**src/rtl/pb_uart_regs_mc.sv**
```systemverilog
// PicoBlaze port-mapped register file for N UART channels: per-channel windows,
// sticky W1C interrupt sources, atomic 16-bit divisor update, acked level interrupt.

module pb_uart_ch #(
    parameter logic [15:0] DEFAULT_DIVIDE = 16'd54
) (
    input  logic        clk,
    input  logic        reset,
    input  logic        wr,
    input  logic        rd,
    input  logic [2:0]  offset,
    input  logic [7:0]  data_in,
    input  logic [7:0]  uart_data_read,
    input  logic        rx_data_present,
    input  logic        rx_half_full,
    input  logic        rx_full,
    input  logic        tx_data_present,
    input  logic        tx_half_full,
    input  logic        tx_full,
    output logic        buffer_write,
    output logic [7:0]  uart_data_write,
    output logic        buffer_read,
    output logic        enable,
    output logic [15:0] uart_clock_divide,
    output logic [7:0]  rd_data,
    output logic        irq,
    output logic        new_evt
);
    logic [7:0] control, shadow_lo;
    logic [3:0] mask, pend, set_vec, clr_vec;
    logic       rxp_q, rxf_q, txp_q;
    logic       wr_data, tx_drop;

    assign wr_data = wr && (offset == 3'd0);
    assign tx_drop = wr_data && tx_full;
    // Sources: [0] rx present rise, [1] rx full rise, [2] tx went empty, [3] tx overflow
    assign set_vec = {tx_drop, txp_q & ~tx_data_present, rx_full & ~rxf_q, rx_data_present & ~rxp_q};
    assign clr_vec = (wr && offset == 3'd4) ? data_in[3:0] : 4'h0;
    assign irq     = |(pend & mask);
    assign new_evt = |(set_vec & ~pend & mask);
    assign enable  = control[0];

    always_ff @(posedge clk) begin
        if (reset) begin
            control           <= 8'h00;
            mask              <= 4'h0;
            pend              <= 4'h0;
            shadow_lo         <= DEFAULT_DIVIDE[7:0];
            uart_clock_divide <= DEFAULT_DIVIDE;
            buffer_write      <= 1'b0;
            buffer_read       <= 1'b0;
            uart_data_write   <= 8'h00;
            rxp_q             <= rx_data_present;
            rxf_q             <= rx_full;
            txp_q             <= tx_data_present;
        end else begin
            rxp_q        <= rx_data_present;
            rxf_q        <= rx_full;
            txp_q        <= tx_data_present;
            pend         <= (pend & ~clr_vec) | set_vec;
            buffer_write <= wr_data && !tx_full;
            buffer_read  <= rd && (offset == 3'd0) && rx_data_present;
            if (wr_data && !tx_full) uart_data_write <= data_in;
            if (wr) begin
                case (offset)
                    3'd1: control           <= data_in;
                    3'd3: mask              <= data_in[3:0];
                    3'd5: shadow_lo         <= data_in;
                    3'd6: uart_clock_divide <= {data_in, shadow_lo};
                    default: ;
                endcase
            end
        end
    end

    always_comb begin
        rd_data = 8'h00;
        case (offset)
            3'd0: if (rx_data_present) rd_data = uart_data_read;
            3'd1: rd_data = control;
            3'd2: rd_data = {2'b00, tx_full, tx_half_full, tx_data_present,
                             rx_full, rx_half_full, rx_data_present};
            3'd3: rd_data = {4'h0, mask};
            3'd4: rd_data = {4'h0, pend};
            3'd5: rd_data = shadow_lo;
            3'd6: rd_data = uart_clock_divide[15:8];
            default: rd_data = 8'h00;
        endcase
    end
endmodule

module pb_uart_regs_mc #(
    parameter logic [7:0]  BASE_ADDRESS   = 8'h00,
    parameter int          N_CHANNELS     = 2,
    parameter int          CH_STRIDE      = 8,
    parameter logic [15:0] DEFAULT_DIVIDE = 16'd54
) (
    input  logic                    clk,
    input  logic                    reset,
    input  logic [7:0]              port_id,
    input  logic [7:0]              data_in,
    output logic [7:0]              data_out,
    input  logic                    read_strobe,
    input  logic                    write_strobe,
    output logic                    interrupt,
    input  logic                    interrupt_ack,
    output logic [N_CHANNELS-1:0]   buffer_write,
    output logic [8*N_CHANNELS-1:0] uart_data_write,
    output logic [N_CHANNELS-1:0]   buffer_read,
    input  logic [8*N_CHANNELS-1:0] uart_data_read,
    input  logic [N_CHANNELS-1:0]   rx_data_present,
    input  logic [N_CHANNELS-1:0]   rx_half_full,
    input  logic [N_CHANNELS-1:0]   rx_full,
    input  logic [N_CHANNELS-1:0]   tx_data_present,
    input  logic [N_CHANNELS-1:0]   tx_half_full,
    input  logic [N_CHANNELS-1:0]   tx_full,
    output logic [N_CHANNELS-1:0]   enable,
    output logic [16*N_CHANNELS-1:0] uart_clock_divide
);
    localparam int SW      = $clog2(CH_STRIDE);
    localparam int SUM_OFF = N_CHANNELS * CH_STRIDE;

    typedef enum logic [1:0] {IDLE, ASSERTED, ACKED} irq_state_t;
    irq_state_t state, state_nx;

    logic [8:0] off9;
    logic [7:0] off, ch_sel, sub, rd_mux;
    logic       win_hit, summary_hit, any_irq, any_new;
    logic [N_CHANNELS-1:0]      ch_hit, irq_vec, evt_vec;
    logic [N_CHANNELS-1:0][7:0] rd_data;

    // A borrow out of the subtraction means port_id is below the block.
    assign off9        = {1'b0, port_id} - {1'b0, BASE_ADDRESS};
    assign off         = off9[7:0];
    assign ch_sel      = off >> SW;
    assign sub         = off & 8'(CH_STRIDE - 1);
    assign win_hit     = !off9[8] && (sub < 8'd8) && (ch_sel < 8'(N_CHANNELS));
    assign summary_hit = !off9[8] && (SUM_OFF < 256) && (off == 8'(SUM_OFF));

    genvar c;
    generate
        for (c = 0; c < N_CHANNELS; c++) begin : g_ch
            assign ch_hit[c] = win_hit && (ch_sel == 8'(c));
            pb_uart_ch #(.DEFAULT_DIVIDE(DEFAULT_DIVIDE)) u_ch (
                .clk               (clk),
                .reset             (reset),
                .wr                (write_strobe && ch_hit[c]),
                .rd                (read_strobe && ch_hit[c]),
                .offset            (sub[2:0]),
                .data_in           (data_in),
                .uart_data_read    (uart_data_read[8*c +: 8]),
                .rx_data_present   (rx_data_present[c]),
                .rx_half_full      (rx_half_full[c]),
                .rx_full           (rx_full[c]),
                .tx_data_present   (tx_data_present[c]),
                .tx_half_full      (tx_half_full[c]),
                .tx_full           (tx_full[c]),
                .buffer_write      (buffer_write[c]),
                .uart_data_write   (uart_data_write[8*c +: 8]),
                .buffer_read       (buffer_read[c]),
                .enable            (enable[c]),
                .uart_clock_divide (uart_clock_divide[16*c +: 16]),
                .rd_data           (rd_data[c]),
                .irq               (irq_vec[c]),
                .new_evt           (evt_vec[c])
            );
        end
    endgenerate

    assign any_irq = |irq_vec;
    assign any_new = |evt_vec;

    always_comb begin
        rd_mux = 8'h00;
        if (summary_hit) rd_mux = 8'(irq_vec);
        for (int i = 0; i < N_CHANNELS; i++)
            if (ch_hit[i]) rd_mux = rd_data[i];
    end

    always_ff @(posedge clk) begin
        if (reset) begin
            data_out <= 8'h00;
            state    <= IDLE;
        end else begin
            data_out <= rd_mux;
            state    <= state_nx;
        end
    end

    // ACKED holds off re-assertion until a fresh masked-in source fires.
    always_comb begin
        state_nx = state;
        case (state)
            IDLE:     if (any_irq) state_nx = ASSERTED;
            ASSERTED: if (interrupt_ack) state_nx = ACKED;
                      else if (!any_irq) state_nx = IDLE;
            ACKED:    if (!any_irq) state_nx = IDLE;
                      else if (any_new) state_nx = ASSERTED;
            default:  state_nx = IDLE;
        endcase
    end

    assign interrupt = (state == ASSERTED);
endmodule

```
**config.mk**
```make
export PLATFORM = sky130hd
export DESIGN_NAME = pb_uart_regs_mc
export DESIGN_NICKNAME = d
export VERILOG_FILES = /design/src/rtl/pb_uart_regs_mc.sv
export SDC_FILE = /design/constraint.sdc
export NUM_CORES = 1
export LEC_CHECK = 0
export CORE_MARGIN = 4
export CORE_UTILIZATION = 35
export DETAILED_ROUTE_END_ITERATION = 8
export PLACE_DENSITY_LB_ADDON = 0.05
export RECOVER_POWER = 25
export REMOVE_ABC_BUFFERS = 1
export SLEW_MARGIN = 20
export SYNTH_ARGS = -nofsm -noshare
export SYNTH_HDL_FRONTEND = slang
export SYNTH_SLANG_ARGS = --single-unit
```
**constraint.sdc**
```tcl
create_clock -name clk -period 1.8 [get_ports clk]
set_input_delay 0.36 -clock clk [delete_from_list [all_inputs] [get_ports clk]]
set_output_delay 0.36 -clock clk [all_outputs]
set_load 0.01 [all_outputs]
```
## Word level (Yosys, flattened, before mapping)

Index checks and enable logic that the tools add are counted.
W data, S select, Z words.

| word-level totals | value |
|---|---|
| bits in registers | 116 |
| bits in latches | 0 |
| bits in writable memories | 0 |
| bits in read-only memories | 0 |
| bits of input ports | 49 |
| output and inout port bits | 63 |
| word-level logic and storage cells | 117 |
| memories kept | 0 |

| operators by class | value |
|---|---|
| add/subtract/negate cells | 0 |
| multiply operators | 0 |
| div/mod/pow operators | 0 |
| order comparisons | 2 |
| eq/ne operators | 13 |
| shifts and indexed selects | 0 |
| mux-type cells | 15 |
| bitwise logic cells | 26 |
| reduce and logical (&&, ||, !) cells | 37 |

Operator list:

| kind | count |
|---|---|
| $pmux W8 S7 | 2 |
| $and A4 B4 Y4 | 8 |
| $mux W8 | 4 |
| $logic_and A1 B1 Y1 | 19 |
| $not A4 Y4 | 4 |
| $reduce_and A2 Y1 | 8 |
| $reduce_or A8 Y1 | 2 |
| $mux W2 | 6 |
| $eq A3 B3 Y1 const B | 3 |
| $eq A8 B5 Y1 const B | 1 |
| $logic_not A8 Y1 | 1 |
| $mux W4 | 2 |
| $or A4 B4 Y4 | 2 |
| $reduce_or A4 Y1 | 2 |
| $and A1 B1 Y1 | 6 |
| $eq A3 B2 Y1 const B | 2 |
| $ne A3 B3 Y1 const B | 2 |
| $not A1 Y1 | 6 |
| $pmux W2 S3 | 1 |
| $eq A5 B1 Y1 const B | 1 |
| $lt A5 B2 Y1 const B | 1 |
| $lt A3 B4 Y1 const B | 1 |
| $eq A3 B1 Y1 const B | 1 |
| $logic_not A3 Y1 | 1 |
| 6 further kinds | 7 |

## Logic depth before layout (Yosys ltp)

Gate-level depths: netlist (run 1).

| logic depth | value |
|---|---|
| word-level depth | 12 |
| depth in mapped cells | 8 |
| mapped depth without buffers | 5 |

## By module

A second synthesis (run 1) with hierarchy kept.

| unflattened totals | value |
|---|---|
| cell total of the unflattened synthesis | 608 |
| area total of the unflattened synthesis | 5,365.1 µm² |

Modules (own cells, without submodules):

| module | times used | cells each | area each (µm²) |
|---|---|---|---|
| pb_uart_ch | 2 | 280 | 2,443.6 |
| pb_uart_regs_mc | 1 | 48 | 478.0 |

## Worst setup path before layout (run 1)

No wires, ideal clock.

| timing | value |
|---|---|
| path type | input port to flip-flop |
| start point | input port port_id[2] |
| end point | register data_out[0] |
| data arrival time | 1.578 ns |
| path slack | 0.105 ns |
| stages | 6 |
| path buffers | 1 |
| cell sequence | buf_6 > mux2_4 > a32o_1 > a222oi_1 > o22ai_1 > a32o_1 |

| on the way | value |
|---|---|
| word-level cells in the longest chain between the ends | 5 |

RTL lines:

| what | line | source |
|---|---|---|
| start: declaration | 100 | `input logic [7:0] port_id,` |
| $lt A3 B4 Y1 | 137 | `assign win_hit = !off9[8] && (sub < 8'd8) && (ch_sel < 8'(N_CHANNELS));` |
| $logic_and A1 B1 Y1 | 137 |  |
| $logic_and A1 B1 Y1 | 143 | `assign ch_hit[c] = win_hit && (ch_sel == 8'(c));` |
| $mux W8 | 177 | `if (ch_hit[i]) rd_mux = rd_data[i];` |
| $mux W8 * | 177 |  |
| end signal: assignment | 185 | `data_out <= rd_mux;` |
| end: declaration | 102 | `output logic [7:0] data_out,` |

Mark *: on every way between the ends. The rest lies on a longest branch, timed or not.
A chain may end at the register's enable or synchronous reset.

## Worst setup path in the final report (run 1)

| timing | value |
|---|---|
| start point | input port port_id[5] |
| end point | register g_ch[1].u_ch.uart_data_write[2] |

| on the way | value |
|---|---|
| word-level cells in the longest chain between the ends | 6 |

RTL lines:

| what | line | source |
|---|---|---|
| $lt A5 B2 Y1 | 137 |  |
| $logic_and A1 B1 Y1 | 137 |  |
| $logic_and A1 B1 Y1 * | 143 |  |
| $logic_and A1 B1 Y1 * | 147 | `.wr (write_strobe && ch_hit[c]),` |
| $logic_and A1 B1 Y1 * | 34 | `assign wr_data = wr && (offset == 3'd0);` |
| $logic_and A1 B1 Y1 * | 63 | `if (wr_data && !tx_full) uart_data_write <= data_in;` |
| end signal: assignment | 63 |  |
| end: declaration | 21 | `output logic [7:0] uart_data_write,` |

Marked as above.

==> impl_metrics.ini, run 1 <==
[clock_tree]
htreeDepth = 4
clkTransAtPathRegs_ps = 50
clock-sinks = 116
cts_tree = yes
clk_latency_ps = 410
cts.path.max_buffers = 2
cts-root-buf = clkbuf_16
cts_buffers = 17

[cells_and_area]
n_fill_cell = 1330
area_growth_pct = 48.83
layout_commonest_cell = dfxtp_1
final_nets = 794
design_area_mm2 = 0.007589
layout-drive-gt1-share_pct = 20.24
post-route-util_pct = 53.83
final_cell_mix = dfxtp_1, clkdlybuf4s50_1, nand2_1, buf_4, mux2i_1
n_antenna_cell = 0
final_cells = 936

[worst_setup_path]
worstPathArrival_ps = 2050
worstPathRequired_ps = 2080
critPathLaunchType = input pin
path_class = input pin to flop
worstReg2RegStart = g_ch[1].u_ch.mask[0]
reg2reg_to = state[1]
cp-end-kind = flop
r2r_cells = 5
crit_path_max_fanout = 8
startpoint = port_id[5]
r2r_setup_slack_ps = 80

[global_routing]
grt_pass1_vias = 5095
overflow = 0
antenna_found_initial = 0
groute.usage.overall_pct = 23.31
grt_pass1_wl_mm = 29.14
grt_max_degree = 83

[detailed_routing]
via_per_inst = 5.275
drt-pass1-iter-count = 5
drtIter0Drc = 374
wire_per_inst_um = 20.33
met2_length_mm = 9.015
wl_mm = 19.03
wl_met1_mm = 8.717
highest_layer = met4
drc = 0
route.met3.wl_um = 978
vias = 4937
ant_nets = 0

[logic_synthesis]
synthDistinctLibCells = 47
syn_avg_cell_area_um2 = 8.914
ys_warn_count = 0
synth_edf_count = 0
ys_ff_latch = 116
async_reset_ff_share_pct = 0
yosys_most_used_dff = dfxtp_1
synth_area_mm2 = 0.005099
synth_cells = 572
yosysSeqAreaShare_pct = 45.55

[hold_path]
min_to = g_ch[0].u_ch.rxp_q
min_from = rx_data_present[0]
hp-class = input pin to flop
hold_path_depth = 2

[place]
place_hpwl_mm = 14.14
place.port_buffers = 111
dp_cells = 899
place_area_mm2 = 0.006870
gp_congestion = 0.8666

[floorplanning]
die-area_mm2 = 0.01656
num_rows = 43
ios = 112
core_mm2 = 0.01410
die_h_um = 128.7
chipWidth_um = 128.7
initial_utilization_pct = 36.17

[sta]
timing.slew.headroom_pct = 59.60
min_period_over_period_pct = 97.92
hold_viol_final = 0
setup_viol = 0
fin_worst_skew_ps = 5.848
fin_crit_ps = 1762
max_freq_mhz = 567.4
slew_violations = 0
tightest_slew_ps = 596.6
rsz0062_at_grt = yes

[power]
ir_worst_vdd_v = 0.0006207
p_per_area_mw_per_mm2 = 863.3
p_leak_nw = 3.268

[flow_run]
cap_viol_max_count = 0

[run_status]
status = finished, final reports clean
==> logic make-up (layout without fill, tap and decap cells) <==
kind of cell           after synthesis  after routing  synth area share (%)
multiplexers                        75             75                 15.07
buffers and inverters               56            240                 5.595
AO/OA/AOI/OAI                      105            105                 13.99
flip-flops                         116            116                 45.55
AND/OR/NAND/NOR                    220            220                 19.80
==> flip-flops by register name, summed over array words and instances (netlist names) <==
| signal | cells |
|---|---|
| state | 2 |
| data_out | 8 |
| g_ch.u_ch.rxp_q | 2 |
| g_ch.u_ch.control | 16 |
| g_ch.u_ch.buffer_write | 2 |
| g_ch.u_ch.uart_clock_divide | 32 |
| g_ch.u_ch.shadow_lo | 16 |
| g_ch.u_ch.buffer_read | 2 |
| g_ch.u_ch.txp_q | 2 |
| g_ch.u_ch.mask | 8 |
| g_ch.u_ch.pend | 8 |
| g_ch.u_ch.rxf_q | 2 |
| g_ch.u_ch.uart_data_write | 16 |
==> worst max-delay path, stage by stage <==
cell and delay, ps:
clkdlybuf4s50_1 430, nor3_2 180, buf_4 170, nand3_2 160, or3_4 380, buf_8 150, mux2i_1 150, nor2_1 60
==> worst max path at each step <==
stage	end	slack, ps	cells after the start
after floorplan	g_ch[0].u_ch.shadow_lo[1]	0.5	4
after global placement	state[1]	-550	6
after detailed placement	g_ch[0].u_ch.uart_data_write[3]	-550	7
after CTS	g_ch[0].u_ch.pend[2]	6	7
after global routing	g_ch[1].u_ch.uart_data_write[6]	-20	8
final	g_ch[1].u_ch.uart_data_write[2]	40	8
==> Yosys cell counts, types with 2 or more instances <==
cell type	number	area (um^2)
buf_2	11	55.05
a22oi_1	6	45.04
nor3_1	8	40.04
nor4_1	5	31.28
a32o_1	7	70.07
clkbuf_1	25	93.84
nand2_1	92	345.3
buf_6	4	45.04
nor2_1	62	232.7
a211oi_1	9	67.56
nor2b_1	6	37.54
o21ai_0	13	65.06
mux2i_1	64	640.6
a311oi_1	2	17.52
a221o_1	2	20.02
nand3_2	4	40.04
a221oi_1	13	113.9
o22ai_1	4	25.02
and2_1	3	18.77
a21oi_1	37	185.2
dfxtp_1	116	2322
buf_4	8	60.06
and3_1	3	18.77
nor4bb_1	3	30.03
nand2b_1	9	56.30
nand3_1	15	75.07
mux2_2	10	112.6
inv_1	5	18.77
a22o_1	5	43.79
or3_1	4	25.02
==> metrics by stage <==
step,power [mW],hold slack (ps),TNS (ps),setup slack (ps)
3_3_place_gp,3.199,446.1,-38340,-551.0
5_1_grt,6.758,428.6,-86.49,-18.92
3_5_place_dp,3.199,449.4,-40170,-545.0
2_1_floorplan,2.787,387.7,0,0.5300
4_1_cts,6.596,456.2,0,5.800
6_report,6.551,435.1,0,37.51
==> timing repair <==
item                                    4_1_cts  5_1_grt
buffers inserted                              5        1
cloned                                        1        0
resized for setup                            13       12
endpoints found under the setup margin       34       51
pin swaps                                     1        2
hold buffers                                  0        0
==> metal layers <==
metal  track usage (%)  vias up
met2             38.41      169
met5                 0        -
met1             30.74     2389
met4             6.547        0
li1                  -     2358
met3             5.230       21
==> power breakdown <==
| part | leakage [nW] | switching, mW | internal, mW |
|---|---|---|---|
| logic | 2.05 | 0.291 | 0.268 |
| clock network | 0.277 | 1.16 | 2.23 |
| registers | 0.939 | 0.0164 | 2.59 |
==> area by class of cell <==
type	instances	area [um^2]	share of cell area (%)
clock buffer	21	460.4	6.068
timing repair buffer	204	1879	24.77
inverter	6	22.52	0.2968
sequential	116	2322	30.60
clock inverter	9	130.1	1.715
multi-input combinational	400	2549	33.59
tap	180	225.2	2.968
(Power assumes the default switching activity.)
==> run 2, diff against run 1 <==
==> constraint.sdc (replaced) <==
create_clock -name clk -period 1.7 [get_ports clk]
set_input_delay 0.34 -clock clk [delete_from_list [all_inputs] [get_ports clk]]
set_output_delay 0.34 -clock clk [all_outputs]
set_load 0.01 [all_outputs]
==> impl_metrics.ini, run 2 (synthesized netlist as in run 1, its figures left out) <==
[place]
place_ws_ps = -693.4
place_area_mm2 = 0.006865
place_hpwl_mm = 14.04
place.port_buffers = 111
gp_congestion = 0.8884

[clock_tree]
clock-sinks = 116
clk_latency_ps = 420
cts_hold_buf = 0
cts.path.max_buffers = 2
cts-root-buf = clkbuf_16
htreeDepth = 4
clkTransAtPathRegs_ps = 60
cts_buffers = 17
cts_tree = yes

[detailed_routing]
ant_nets = 0
vias = 4872
drc = 0
drt-pass1-iter-count = 5
wire_per_inst_um = 20.20
wl_mm = 18.84
via_per_inst = 5.222
drtIter0Drc = 301

[worst_setup_path]
critPathLaunchType = input pin
path_class = input pin to flop
cp-end-kind = flop
worstPathArrival_ps = 1990
crit_path_max_fanout = 2
r2r_setup_slack_ps = 50
worstPathRequired_ps = 2010
r2r_cells = 5
reg2reg_to = data_out[0]
worstReg2RegStart = g_ch[0].u_ch.uart_clock_divide[8]

[sta]
rsz0062_at_grt = yes
fin_crit_ps = 1687
fin_worst_skew_ps = 7.703
tightest_slew_ps = 545.4
min_period_over_period_pct = 99.22
setup_viol = 0
hold_viol_final = 0
slew_violations = 0
fin_ws_ps = 13.27
max_freq_mhz = 592.9
timing.slew.headroom_pct = 63.64

[global_routing]
grt_pass1_wl_mm = 28.64
grt_max_degree = 52
overflow = 0
antenna_found_initial = 0
grt_pass1_vias = 4911
groute.usage.overall_pct = 23.21

[power]
p_leak_nw = 3.318
ir_worst_vdd_v = 0.0006606
p_per_area_mw_per_mm2 = 926.3
p_total_mw = 6.995

[run_status]
status = finished, final reports clean

[floorplanning]
die_h_um = 128.7
core_mm2 = 0.01410
chipWidth_um = 128.7
die-area_mm2 = 0.01656
ios = 112
initial_utilization_pct = 36.17
num_rows = 43

[cells_and_area]
final_cell_mix = dfxtp_1, nand2_1, buf_4, clkdlybuf4s50_1, mux2i_1
layout_commonest_cell = dfxtp_1
design_area_mm2 = 0.007551
post-route-util_pct = 53.57
largest_reg_flops = 32
n_antenna_cell = 0
area_growth_pct = 48.10
final_nets = 789
layout-drive-gt1-share_pct = 19.79
regMostFlops = g_ch.u_ch.uart_clock_divide

[hold_path]
min_to = g_ch[0].u_ch.uart_clock_divide[12]
min_from = reset
hp-class = input pin to flop
hold_path_depth = 3

[flow_run]
cap_viol_max_count = 0
-- run 2: changes by cell type in the layout (fill, tap and decap cells not counted), moves of 2 or more --
cell             delta
buf_6               -2
clkdlybuf4s50_1    -25
nand3_4             +2
nor4_2              -2
clkbuf_1            +4
dlygate4sd2_1      +15
buf_4               -4
clkdlybuf4s25_1     +6
nor2b_2             +2
clkbuf_2            +2
-- run 2: how the worst max path moves through the flow --
| stage | to | depth (start not counted) | start |
|---|---|---|---|
| after floorplan | g_ch[0].u_ch.shadow_lo[1] | 4 | port_id[0] |
| after global placement | data_out[0] | 7 | port_id[0] |
| after detailed placement | g_ch[1].u_ch.uart_data_write[1] | 7 | port_id[0] |
| after CTS | g_ch[1].u_ch.uart_data_write[1] | 8 | port_id[5] |
| after global routing | data_out[0] | 6 | rx_data_present[0] |
| final | data_out[0] | 6 | rx_data_present[0] |
-- run 2: stage by stage --
step | hold WS [ps] | setup TNS, ps | cells
after global routing | 247.6 | -348.4 | 933
final | 260.1 | 0 | 933
after global placement | 445.9 | -49460 | 900
after floorplan | 367.7 | -2541 | 522
after CTS | 241.1 | -2.413 | 933
after detailed placement | 449.4 | -51450 | 900
-- run 2: area by class of cell --
class / instances / area [um^2]
multi-input cells: 400 / 2577
clock inverters: 9 / 127.6
flip-flops and latches: 116 / 2322
fillers: 1341 / 6545
repair buffers: 199 / 1808
inverters: 6 / 22.52
well taps: 180 / 225.2
clock buffers: 23 / 467.9
-- run 2: critical path, stage by stage --
cell,delay (ps)
clkdlybuf4s50_1,440
mux2_4,290
a32o_1,200
a222oi_1,360
o22ai_1,130
a32o_1,230
-- run 2: per-layer routing --
layer  up-vias  routed length (um)  GRT usage, %
met1      2333                8844         31.55
met3        29                 971         5.604
met5         -                   0             0
met2       152                8502         35.43
met4         0                 523         9.389
li1       2358                   -             -
-- run 2: power breakdown --
part           internal (mW)  switching (mW)
sequential              2.74          0.0179
clock                   2.37            1.27
combinational          0.281           0.309
total                   5.39            1.60
-- run 2: timing repair --
item,4_1_cts,5_1_grt
resized for setup,28,29
endpoints found under the hold margin,0,0
gates cloned,1,0
setup endpoints to repair,88,93
setup buffers,0,1
pin swaps,2,3
==> run 3, diff against run 2 <==
--- a/config.mk
+++ b/config.mk
@@ -8,9 +8,9 @@
 export CORE_MARGIN = 4
 export CORE_UTILIZATION = 35
 export DETAILED_ROUTE_END_ITERATION = 8
+export DONT_BUFFER_PORTS = 1
 export PLACE_DENSITY_LB_ADDON = 0.05
 export RECOVER_POWER = 25
-export REMOVE_ABC_BUFFERS = 1
 export SLEW_MARGIN = 20
 export SYNTH_ARGS = -nofsm -noshare
 export SYNTH_HDL_FRONTEND = slang
==> impl_metrics.ini, run 3 (synthesized netlist as in run 1, its figures left out) <==
[worst_setup_path]
path_cells = mux2_4 > a32o_1 > a222oi_1 > o22ai_1 > a32o_1
crit_path_max_incr_delay_ps = 330
worstPathArrival_ps = 1880
cp-end-kind = flop
worstPathRequired_ps = 2010
crit_path_max_fanout = 2
r2r_setup_slack_ps = 130
crit_slowest_cell = a222oi_1
worst-path-buf-inv = 0
cpMostUsedCell = a32o_1
path_class = flop to flop
critPathLaunchType = flop
path_delay_family = compound AO/OA/AOI/OAI gates

[place]
place_area_mm2 = 0.005256
gp_congestion = 0.8562
dp_cells = 728
place.port_buffers = 0
place_hpwl_mm = 12.33
place_ws_ps = -232.1

[clock_tree]
cts_hold_buf = 7
cts_buffers = 17
clk_latency_ps = 420
cts_resized = 0
cts-root-buf = clkbuf_16
post_cts_buffers = 0
clkTransAtPathRegs_ps = 60
cts.path.max_buffers = 2
htreeDepth = 4
clock-sinks = 116
cts_tree = yes

[cells_and_area]
area_growth_pct = 17.25
regMostFlops = g_ch.u_ch.uart_clock_divide
design_area_mm2 = 0.005978
layout_commonest_cell = dfxtp_1
layout-drive-gt1-share_pct = 13.05
n_fill_cell = 1453
final_nets = 627
final_cells = 770
final_cell_mix = dfxtp_1, nand2_1, mux2i_1, nor2_1, a21oi_1
largest_reg_flops = 32
n_antenna_cell = 0

[sta]
fin_ws_ps = 125.9
min_period_over_period_pct = 92.59
tightest_slew_ps = 863.8
hold_viol_final = 0
max_freq_mhz = 635.3
timing.setup.tns_ps = 0
setup_viol = 0
rsz0062_at_grt = no
fin_worst_skew_ps = 9.234
fin_crit_ps = 1574
timing.slew.headroom_pct = 42.23
slew_violations = 0

[detailed_routing]
drtIter0Drc = 313
drc = 0
wl_mm = 18.12
drt-pass1-iter-count = 5
via_per_inst = 5.636
wire_per_inst_um = 23.53
ant_nets = 0
vias = 4340

[global_routing]
overflow = 0
grt_pass1_wl_mm = 27.00
grt_max_degree = 84
groute.usage.overall_pct = 21.73
antenna_found_initial = 0
grt_pass1_vias = 4386

[floorplanning]
die_h_um = 128.7
die-area_mm2 = 0.01656
core_mm2 = 0.01410
initial_utilization_pct = 36.17
chipWidth_um = 128.7
ios = 112
num_rows = 43

[power]
swShare_pct = 22.11
switchingPower_mw = 1.455
seqPwrFrac_pct = 42.0
power_frac_comb_pct = 4.1
ir_worst_vdd_v = 0.0006544
p_int_mw = 5.126
p_per_area_mw_per_mm2 = 1101
p_leak_nw = 2.510
power_frac_clock_pct = 53.9

[logic_synthesis]
synthesis.nets = 621

[run_status]
status = finished, final reports clean

[hold_path]
hp-class = input pin to flop

[flow_run]
cap_viol_max_count = 0
==> run 3: per-stage QoR <==
step | total power [mW] | hold slack [ps] | utilization (%)
global route | 6.821 | 38.96 | 42.41
floorplan | 3.038 | 367.7 | -
CTS | 6.609 | -20.97 | 42.00
detailed placement | 3.024 | 367.9 | 37.29
global placement | 3.024 | 367.9 | 37.29
finish | 6.580 | 51.99 | 42.41
==> run 3: final timing paths <==
kind,start,to,cells after the start
worst min-delay path,data_in[5],g_ch[0].u_ch.shadow_lo[5],2
worst max-delay path,g_ch[0].u_ch.uart_clock_divide[8],data_out[0],5
worst min register to register,g_ch[0].u_ch.txp_q,g_ch[0].u_ch.pend[2],2
worst max register to register,g_ch[0].u_ch.uart_clock_divide[8],data_out[0],5
==> run 3: metal layers <==
layer	up-vias	track usage, %	part of all wire, %
li1	2026	-	-
met1	2111	28.78	43
met2	180	32.65	46
met3	23	8.261	8.8
met4	0	7.227	1.6
met5	-	0	0
==> run 3: area by class of cell <==
cell class	instances	area, um^2	share of cell area (%)
multi-input cells	400	2491	41.67
clock inverters	11	127.6	2.135
repair buffers	37	322.8	5.400
flip-flops and latches	116	2322	38.84
inverters	6	22.52	0.3767
well taps	180	225.2	3.767
clock buffers	20	466.7	7.807
==> run 3: power groups by stage <==
stage | logic (mW) | clock network [mW] | registers, mW
2_1_floorplan | 0.226 | 0 | 2.81
3_3_place_gp | 0.205 | 0 | 2.82
3_5_place_dp | 0.205 | 0 | 2.82
4_1_cts | 0.220 | 3.63 | 2.76
5_1_grt | 0.292 | 3.77 | 2.76
6_report | 0.269 | 3.55 | 2.76
==> run 3: worst register-to-register path, delay by kind of cell (launching register included) <==
kind / cells / cell delay, ps
flops: 1 / 310
compound gates: 4 / 900
mux: 1 / 250
